[src/rtl/ctrlport_window_decoder_if.sv]
// ctrlport_window_decoder_if
//   Bundles the upstream (single slave-side) control-port and the
//   NUM_WINDOWS downstream (master-side) control-ports of the window decoder.
//   Signal names match the decoder's historic port names.
//
//   modport slave  : the decoder's view. It receives s_* requests, returns s_*
//                    responses, issues m_* requests and receives m_* responses.
//   modport master : the environment's view. This is the upstream requester
//                    together with the downstream endpoints.
interface ctrlport_window_decoder_if #(
  parameter int unsigned NUM_WINDOWS = 2
);
  logic                      s_ctrlport_req_wr;
  logic                      s_ctrlport_req_rd;
  logic [19:0]               s_ctrlport_req_addr;
  logic [31:0]               s_ctrlport_req_data;
  logic [3:0]                s_ctrlport_req_byte_en;
  logic                      s_ctrlport_resp_ack;
  logic [1:0]                s_ctrlport_resp_status;
  logic [31:0]               s_ctrlport_resp_data;

  logic [NUM_WINDOWS-1:0]    m_ctrlport_req_wr;
  logic [NUM_WINDOWS-1:0]    m_ctrlport_req_rd;
  logic [20*NUM_WINDOWS-1:0] m_ctrlport_req_addr;
  logic [32*NUM_WINDOWS-1:0] m_ctrlport_req_data;
  logic [4*NUM_WINDOWS-1:0]  m_ctrlport_req_byte_en;
  logic [NUM_WINDOWS-1:0]    m_ctrlport_resp_ack;
  logic [2*NUM_WINDOWS-1:0]  m_ctrlport_resp_status;
  logic [32*NUM_WINDOWS-1:0] m_ctrlport_resp_data;

  modport slave (
    input  s_ctrlport_req_wr, s_ctrlport_req_rd, s_ctrlport_req_addr,
           s_ctrlport_req_data, s_ctrlport_req_byte_en,
    output s_ctrlport_resp_ack, s_ctrlport_resp_status, s_ctrlport_resp_data,
    output m_ctrlport_req_wr, m_ctrlport_req_rd, m_ctrlport_req_addr,
           m_ctrlport_req_data, m_ctrlport_req_byte_en,
    input  m_ctrlport_resp_ack, m_ctrlport_resp_status, m_ctrlport_resp_data
  );

  modport master (
    output s_ctrlport_req_wr, s_ctrlport_req_rd, s_ctrlport_req_addr,
           s_ctrlport_req_data, s_ctrlport_req_byte_en,
    input  s_ctrlport_resp_ack, s_ctrlport_resp_status, s_ctrlport_resp_data,
    input  m_ctrlport_req_wr, m_ctrlport_req_rd, m_ctrlport_req_addr,
           m_ctrlport_req_data, m_ctrlport_req_byte_en,
    output m_ctrlport_resp_ack, m_ctrlport_resp_status, m_ctrlport_resp_data
  );
endinterface

[src/rtl/ctrlport_window_decoder.sv]
// ctrlport_window_decoder
//   Routes single-outstanding control-port transactions from one slave port
//   to one of NUM_WINDOWS master ports by address window. It returns the
//   selected port's registered response. A CMDERR response (status 2'b01,
//   data 0) is returned for addresses outside every window, and also when no
//   ack arrives within TIMEOUT_CYCLES (0 disables the timeout).
//
//   Ports:
//     ctrlport_clk : clock
//     ctrlport_rst : asynchronous, active-high reset
//     bus          : ctrlport_window_decoder_if.slave (s_* upstream, m_* downstream)
module ctrlport_window_decoder #(
  parameter int unsigned               NUM_WINDOWS    = 2,
  parameter logic [NUM_WINDOWS*20-1:0] BASE_ADDRESS   = {20'h00100, 20'h00000},
  parameter logic [NUM_WINDOWS*20-1:0] WINDOW_SIZE    = {20'h00100, 20'h00100},
  parameter bit                        RELATIVE_ADDR  = 1'b0,
  parameter logic [15:0]               TIMEOUT_CYCLES = 16'd1023
) (
  input  logic                       ctrlport_clk,
  input  logic                       ctrlport_rst,
  ctrlport_window_decoder_if.slave   bus
);

  localparam int unsigned SEL_W = (NUM_WINDOWS > 1) ? $clog2(NUM_WINDOWS) : 1;

  typedef enum logic [1:0] {
    ST_IDLE,
    ST_BUSY,
    ST_ERR
  } state_t;

  state_t                    state, state_nxt;
  logic [15:0]               cnt, cnt_nxt;
  logic [SEL_W-1:0]          sel, sel_nxt;

  logic [NUM_WINDOWS-1:0]    m_wr_q, m_wr_nxt;
  logic [NUM_WINDOWS-1:0]    m_rd_q, m_rd_nxt;
  logic [20*NUM_WINDOWS-1:0] m_addr_q, m_addr_nxt;
  logic [32*NUM_WINDOWS-1:0] m_data_q, m_data_nxt;
  logic [4*NUM_WINDOWS-1:0]  m_be_q, m_be_nxt;
  logic                      s_ack_q, s_ack_nxt;
  logic [1:0]                s_status_q, s_status_nxt;
  logic [31:0]               s_data_q, s_data_nxt;

  logic                      hit;
  logic [SEL_W-1:0]          hit_idx;
  logic [19:0]               hit_base;
  logic [20:0]               lo21, hi21;
  logic [19:0]               fwd_addr;

  // Window decode. The 21-bit compare keeps a window that ends exactly at
  // 2^20 from wrapping. Scanning upward with a found flag gives priority to
  // the lowest index.
  always_comb begin
    hit      = 1'b0;
    hit_idx  = '0;
    hit_base = '0;
    lo21     = '0;
    hi21     = '0;
    for (int unsigned i = 0; i < NUM_WINDOWS; i++) begin
      lo21 = {1'b0, BASE_ADDRESS[20*i +: 20]};
      hi21 = lo21 + {1'b0, WINDOW_SIZE[20*i +: 20]};
      if (!hit && ({1'b0, bus.s_ctrlport_req_addr} >= lo21) &&
          ({1'b0, bus.s_ctrlport_req_addr} < hi21)) begin
        hit      = 1'b1;
        hit_idx  = SEL_W'(i);
        hit_base = BASE_ADDRESS[20*i +: 20];
      end
    end
    fwd_addr = RELATIVE_ADDR ? (bus.s_ctrlport_req_addr - hit_base)
                             : bus.s_ctrlport_req_addr;
  end

  // Next-state and next registered outputs. Every output is registered, so
  // this block computes what each register loads on the next edge.
  always_comb begin
    state_nxt    = state;
    cnt_nxt      = cnt;
    sel_nxt      = sel;
    m_wr_nxt     = '0;
    m_rd_nxt     = '0;
    m_addr_nxt   = m_addr_q;
    m_data_nxt   = m_data_q;
    m_be_nxt     = m_be_q;
    s_ack_nxt    = 1'b0;
    s_status_nxt = '0;
    s_data_nxt   = '0;

    case (state)
      ST_IDLE: begin
        if (bus.s_ctrlport_req_wr || bus.s_ctrlport_req_rd) begin
          if (hit) begin
            m_wr_nxt[hit_idx]             = bus.s_ctrlport_req_wr;
            m_rd_nxt[hit_idx]             = bus.s_ctrlport_req_rd;
            m_addr_nxt[20*hit_idx +: 20]  = fwd_addr;
            m_data_nxt[32*hit_idx +: 32]  = bus.s_ctrlport_req_data;
            m_be_nxt[4*hit_idx +: 4]      = bus.s_ctrlport_req_byte_en;
            sel_nxt                       = hit_idx;
            cnt_nxt                       = 16'd1;
            state_nxt                     = ST_BUSY;
          end else begin
            s_ack_nxt    = 1'b1;
            s_status_nxt = 2'b01;
            state_nxt    = ST_ERR;
          end
        end
      end
      ST_BUSY: begin
        // A master ack takes precedence over a timeout that expires in the same cycle.
        if (bus.m_ctrlport_resp_ack[sel]) begin
          s_ack_nxt    = 1'b1;
          s_status_nxt = bus.m_ctrlport_resp_status[2*sel +: 2];
          s_data_nxt   = bus.m_ctrlport_resp_data[32*sel +: 32];
          cnt_nxt      = '0;
          state_nxt    = ST_IDLE;
        end else if ((TIMEOUT_CYCLES != 16'd0) && (cnt == TIMEOUT_CYCLES)) begin
          s_ack_nxt    = 1'b1;
          s_status_nxt = 2'b01;
          cnt_nxt      = '0;
          state_nxt    = ST_IDLE;
        end else begin
          cnt_nxt = cnt + 16'd1;
        end
      end
      ST_ERR: begin
        state_nxt = ST_IDLE;
      end
      default: begin
        state_nxt = ST_IDLE;
      end
    endcase
  end

  always_ff @(posedge ctrlport_clk or posedge ctrlport_rst) begin
    if (ctrlport_rst) begin
      state      <= ST_IDLE;
      cnt        <= '0;
      sel        <= '0;
      m_wr_q     <= '0;
      m_rd_q     <= '0;
      m_addr_q   <= '0;
      m_data_q   <= '0;
      m_be_q     <= '0;
      s_ack_q    <= 1'b0;
      s_status_q <= '0;
      s_data_q   <= '0;
    end else begin
      state      <= state_nxt;
      cnt        <= cnt_nxt;
      sel        <= sel_nxt;
      m_wr_q     <= m_wr_nxt;
      m_rd_q     <= m_rd_nxt;
      m_addr_q   <= m_addr_nxt;
      m_data_q   <= m_data_nxt;
      m_be_q     <= m_be_nxt;
      s_ack_q    <= s_ack_nxt;
      s_status_q <= s_status_nxt;
      s_data_q   <= s_data_nxt;
    end
  end

  assign bus.m_ctrlport_req_wr      = m_wr_q;
  assign bus.m_ctrlport_req_rd      = m_rd_q;
  assign bus.m_ctrlport_req_addr    = m_addr_q;
  assign bus.m_ctrlport_req_data    = m_data_q;
  assign bus.m_ctrlport_req_byte_en = m_be_q;
  assign bus.s_ctrlport_resp_ack    = s_ack_q;
  assign bus.s_ctrlport_resp_status = s_status_q;
  assign bus.s_ctrlport_resp_data   = s_data_q;

endmodule

[src/flat_wrapper.sv]
// flat-port wrapper written by rule: the top's interface ports become plain ports
module ctrlport_window_decoder_flat 
#(
  parameter int unsigned               NUM_WINDOWS    = 2,
  parameter logic [NUM_WINDOWS*20-1:0] BASE_ADDRESS   = {20'h00100, 20'h00000},
  parameter logic [NUM_WINDOWS*20-1:0] WINDOW_SIZE    = {20'h00100, 20'h00100},
  parameter bit                        RELATIVE_ADDR  = 1'b0,
  parameter logic [15:0]               TIMEOUT_CYCLES = 16'd1023
)
  (ctrlport_clk, ctrlport_rst, bus_s_ctrlport_req_wr, bus_s_ctrlport_req_rd, bus_s_ctrlport_req_addr, bus_s_ctrlport_req_data, bus_s_ctrlport_req_byte_en, bus_s_ctrlport_resp_ack, bus_s_ctrlport_resp_status, bus_s_ctrlport_resp_data, bus_m_ctrlport_req_wr, bus_m_ctrlport_req_rd, bus_m_ctrlport_req_addr, bus_m_ctrlport_req_data, bus_m_ctrlport_req_byte_en, bus_m_ctrlport_resp_ack, bus_m_ctrlport_resp_status, bus_m_ctrlport_resp_data);
  ctrlport_window_decoder_if #(.NUM_WINDOWS(NUM_WINDOWS)) bus_i ();
  input  logic ctrlport_clk;
  input  logic ctrlport_rst;
  input wire logic [$bits(bus_i.s_ctrlport_req_wr)-1:0] bus_s_ctrlport_req_wr;
  input wire logic [$bits(bus_i.s_ctrlport_req_rd)-1:0] bus_s_ctrlport_req_rd;
  input wire logic [$bits(bus_i.s_ctrlport_req_addr)-1:0] bus_s_ctrlport_req_addr;
  input wire logic [$bits(bus_i.s_ctrlport_req_data)-1:0] bus_s_ctrlport_req_data;
  input wire logic [$bits(bus_i.s_ctrlport_req_byte_en)-1:0] bus_s_ctrlport_req_byte_en;
  output wire logic [$bits(bus_i.s_ctrlport_resp_ack)-1:0] bus_s_ctrlport_resp_ack;
  output wire logic [$bits(bus_i.s_ctrlport_resp_status)-1:0] bus_s_ctrlport_resp_status;
  output wire logic [$bits(bus_i.s_ctrlport_resp_data)-1:0] bus_s_ctrlport_resp_data;
  output wire logic [$bits(bus_i.m_ctrlport_req_wr)-1:0] bus_m_ctrlport_req_wr;
  output wire logic [$bits(bus_i.m_ctrlport_req_rd)-1:0] bus_m_ctrlport_req_rd;
  output wire logic [$bits(bus_i.m_ctrlport_req_addr)-1:0] bus_m_ctrlport_req_addr;
  output wire logic [$bits(bus_i.m_ctrlport_req_data)-1:0] bus_m_ctrlport_req_data;
  output wire logic [$bits(bus_i.m_ctrlport_req_byte_en)-1:0] bus_m_ctrlport_req_byte_en;
  input wire logic [$bits(bus_i.m_ctrlport_resp_ack)-1:0] bus_m_ctrlport_resp_ack;
  input wire logic [$bits(bus_i.m_ctrlport_resp_status)-1:0] bus_m_ctrlport_resp_status;
  input wire logic [$bits(bus_i.m_ctrlport_resp_data)-1:0] bus_m_ctrlport_resp_data;
  assign bus_i.s_ctrlport_req_wr = bus_s_ctrlport_req_wr;
  assign bus_i.s_ctrlport_req_rd = bus_s_ctrlport_req_rd;
  assign bus_i.s_ctrlport_req_addr = bus_s_ctrlport_req_addr;
  assign bus_i.s_ctrlport_req_data = bus_s_ctrlport_req_data;
  assign bus_i.s_ctrlport_req_byte_en = bus_s_ctrlport_req_byte_en;
  assign bus_s_ctrlport_resp_ack = bus_i.s_ctrlport_resp_ack;
  assign bus_s_ctrlport_resp_status = bus_i.s_ctrlport_resp_status;
  assign bus_s_ctrlport_resp_data = bus_i.s_ctrlport_resp_data;
  assign bus_m_ctrlport_req_wr = bus_i.m_ctrlport_req_wr;
  assign bus_m_ctrlport_req_rd = bus_i.m_ctrlport_req_rd;
  assign bus_m_ctrlport_req_addr = bus_i.m_ctrlport_req_addr;
  assign bus_m_ctrlport_req_data = bus_i.m_ctrlport_req_data;
  assign bus_m_ctrlport_req_byte_en = bus_i.m_ctrlport_req_byte_en;
  assign bus_i.m_ctrlport_resp_ack = bus_m_ctrlport_resp_ack;
  assign bus_i.m_ctrlport_resp_status = bus_m_ctrlport_resp_status;
  assign bus_i.m_ctrlport_resp_data = bus_m_ctrlport_resp_data;
  ctrlport_window_decoder #(.NUM_WINDOWS(NUM_WINDOWS), .BASE_ADDRESS(BASE_ADDRESS), .WINDOW_SIZE(WINDOW_SIZE), .RELATIVE_ADDR(RELATIVE_ADDR), .TIMEOUT_CYCLES(TIMEOUT_CYCLES)) u_core (.ctrlport_clk(ctrlport_clk), .ctrlport_rst(ctrlport_rst), .bus(bus_i));
endmodule
[config.mk]
export PLATFORM = sky130hd
export DESIGN_NAME = ctrlport_window_decoder_flat
export DESIGN_NICKNAME = d
export VERILOG_FILES = /design/src/rtl/ctrlport_window_decoder_if.sv /design/src/rtl/ctrlport_window_decoder.sv /design/src/flat_wrapper.sv
export SDC_FILE = /design/constraint.sdc
export NUM_CORES = 1
export LEC_CHECK = 0
export CAP_MARGIN = 20
export CELL_PAD_IN_SITES_DETAIL_PLACEMENT = 1
export CELL_PAD_IN_SITES_GLOBAL_PLACEMENT = 1
export CORE_MARGIN = 2
export CORE_UTILIZATION = 36
export DETAILED_ROUTE_END_ITERATION = 7
export PLACE_DENSITY_LB_ADDON = 0.1
export REMOVE_ABC_BUFFERS = 1
export SLEW_MARGIN = 20
export SYNTH_ARGS = -nofsm -noshare
export SYNTH_HDL_FRONTEND = slang
export SYNTH_SLANG_ARGS = --single-unit
export TNS_END_PERCENT = 30
[constraint.sdc]
create_clock -name ctrlport_clk -period 12.79 [get_ports ctrlport_clk]
set_input_delay 1.9185 -clock ctrlport_clk [delete_from_list [all_inputs] [get_ports ctrlport_clk]]
set_output_delay 1.9185 -clock ctrlport_clk [all_outputs]
set_load 0.01 [all_outputs]
==> impl_metrics.tcl <==
set metrics [dict create \
    status "finished clean" \
    dieArea_mm2 0.0200 \
    hpwl_um 14300 \
    drt-initial-drc-count 150 \
    synth-simple-area-share 0.101 \
    synth_top_cell_area_share 0.625 \
    cts_hold_buf 0 \
    worst_skew_pair.late_latency_ns 0.42 \
    grt_pass1_wl_um 30600 \
    peakVddDrop_mv 0.0870 \
    detailedRoute.firstPassIterationCount 4 \
    post_cts_resized 0 \
    ys_ff_latch 170 \
    yosysSeqAreaShare 0.625 \
    first_global_vias 5475 \
    synthAdderAreaFrac 0.00184 \
    rows 50 \
    cts_buffer_depth 2 \
    io_pins 281 \
    wl_per_cell_um 19.2 \
    power_density_mw_per_mm2 108 \
    final_cell_mix "280 x clkdlybuf4s50_1, 169 x dfrtp_1, 72 x mux2_2" \
    fmax_mhz 257 \
    ys.flop_type "dfrtp_1" \
    cts_tree "done" \
    num_vias 5031 \
    grt_max_degree 69 \
    ys_top_cells_by_area "dfrtp_1 63%, mux2_2 12%, mux2i_1 5.3%" \
    synth_top_area_cell "dfrtp_1" \
    arrival_ns 4.20 \
    synthesis.area_mm2 0.00680 \
    post_synth_num_cell_types 48 \
    fin_skew_ns 0.0102 \
    fin_nets 898 \
    cp-end-kind "flip-flop" \
    p_leak_nw 4.65 \
    drc 0 \
    path_max_fanout 56 \
    relSlewSlack 0.327 \
    tightest_slew_ns 1.01 \
    syn_area_per_cell_um2 13.9 \
    synth_edf_count 0 \
    cts_setup_buffers 0 \
    final_common_cell "clkdlybuf4s50_1" \
    period_share 0.305 \
    clk_pin_slew_ns 0.06 \
    netlist_instances 490 \
    synth_mux_area_frac 0.210 \
    fin_crit_ns 3.90 \
    cap_violations 0 \
    total_power_mw 1.12 \
    syn2layout_area_growth_pct 52.7 \
    antenna_found_initial 0 \
    hold_viol_final 0 \
    ant_nets 0 \
    n_antenna_cell 0 \
    tritoncts.num_buffers 17 \
    grt_usage 0.197 \
    drive_above_1_share 0.172 \
    wirelength_um 19500 \
    place.gp.congestion 0.844 \
    worstPathRequired_ns 13.09 \
    async_flop_share 1.00 \
    worstSetupStartpointType "primary input" \
    drv_slew 0 \
    report.final.setup_viol 0 \
    yosysWarnings 0 \
    grt-ovfl-total 0 \
    vias_per_cell 4.96 \
    rsz0062_at_grt "false" \
    worstHoldPathType "reg2reg" \
    synth_top_family_by_area "multiplexers" \
    yosys.area_share.xor_xnor 0.00257 \
    cts_htree_levels 4 \
    finalSetupTns_ns 0 \
    path_class "in2reg" \
    start_util 0.365 \
    cts-root-buf "clkbuf_16" \
    core-area_mm2 0.0186 \
    io_buffers 280 \
    fp.dieH_um 141 \
    die_w_um 141 \
    cts.sinks 170 \
    synth_compound_area_frac 0.0364 \
]
==> synth_stat cells, drive strengths merged (7+ instances only) <==
cell type	count
dfrtp	170
mux2	89
nand4	9
mux2i	36
clkbuf	8
nand2	15
o21ai	7
nor2	41
nor2b	13
and2	12
a31oi	10
buf	17
nand3	9
==> worst max-delay path, cell delays in order <==
cell	delay (ns)
clkdlybuf4s50_1	0.40
nor3_1	0.45
nand3_2	0.19
nor3_2	0.15
buf_4	0.63
mux2_2	0.43
==> flip-flops by register name, summed over array words and instances (netlist names) <==
signal                             cells
u_core.bus.m_ctrlport_req_addr        40
u_core.bus.m_ctrlport_req_byte_en      8
u_core.bus.m_ctrlport_req_data        64
u_core.bus.m_ctrlport_req_rd           2
u_core.bus.m_ctrlport_req_wr           2
u_core.bus.s_ctrlport_resp_ack         1
u_core.bus.s_ctrlport_resp_data       32
u_core.bus.s_ctrlport_resp_status      2
u_core.cnt                            16
u_core.sel                             1
u_core.state                           2
==> routing by layer <==
layer,GRT usage,vias to the layer above,share of wire
li1,-,2284,-
met1,0.233,2541,0.41
met2,0.347,192,0.51
met3,0.0638,14,0.071
met4,0.0495,0,0.013
met5,0,-,0
==> metrics by stage <==
| step | instances | util | worst slack (ns) | instance area (um^2) | hold WS (ns) |
|---|---|---|---|---|---|
| after CTS | 1014 | 0.557 | 8.92 | 10400 | 0.492 |
| after detailed placement | 982 | 0.526 | 8.49 | 9800 | 0.472 |
| after floorplan | 465 | - | 6.15 | 6670 | 0.465 |
| final | 1014 | 0.557 | 8.89 | 10400 | 0.486 |
| after global routing | 1014 | 0.557 | 8.75 | 10400 | 0.509 |
| after global placement | 982 | 0.526 | 8.56 | 9800 | 0.453 |
==> final timing paths <==
| kind | endpoint | slack, ns | depth (start not counted) | start |
|---|---|---|---|---|
| max | u_core.bus.m_ctrlport_req_addr[5] | 8.89 | 6 | bus_s_ctrlport_req_addr[18] |
| min | u_core.bus.m_ctrlport_req_addr[34] | 0.49 | 1 | u_core.bus.m_ctrlport_req_addr[34] |
| max reg2reg | u_core.cnt[7] | 9.97 | 4 | u_core.sel |
| min reg2reg | u_core.bus.m_ctrlport_req_addr[34] | 0.49 | 1 | u_core.bus.m_ctrlport_req_addr[34] |
| max in group asynchronous | u_core.bus.m_ctrlport_req_data[0] | 9.68 | 3 | ctrlport_rst |
| min in group asynchronous | u_core.bus.m_ctrlport_req_addr[14] | 1.97 | 2 | ctrlport_rst |
==> where the power goes <==
group / leakage [nW] / internal, mW / switching [mW]
combinational: 2.02 / 0.0438 / 0.0264
sequential: 2.35 / 0.540 / 0.00267
clock: 0.275 / 0.279 / 0.225
total: 4.65 / 0.863 / 0.254
==> cells by family after synthesis <==
kind of cell	count (synthesis)
AOI/OAI and AO/OA	36
and+or+nand+nor	125
xor gates and xnor gates	2
buffers and inverters	31
muxes	125
adders and majority gates	1
DFF	170
==> cell type report <==
cell class                      instances  area [um^2]
Inverter                                6         27.5
Multi-Input combinational cell        289         2410
Sequential cell                       170         4260
Timing Repair Buffer                  283         2830
Tap cell                              234          293
Fill cell                            1885         8250
Clock buffer                           19          443
Clock inverter                         13          136
No activity file was read; power rests on OpenSTA's default activity.
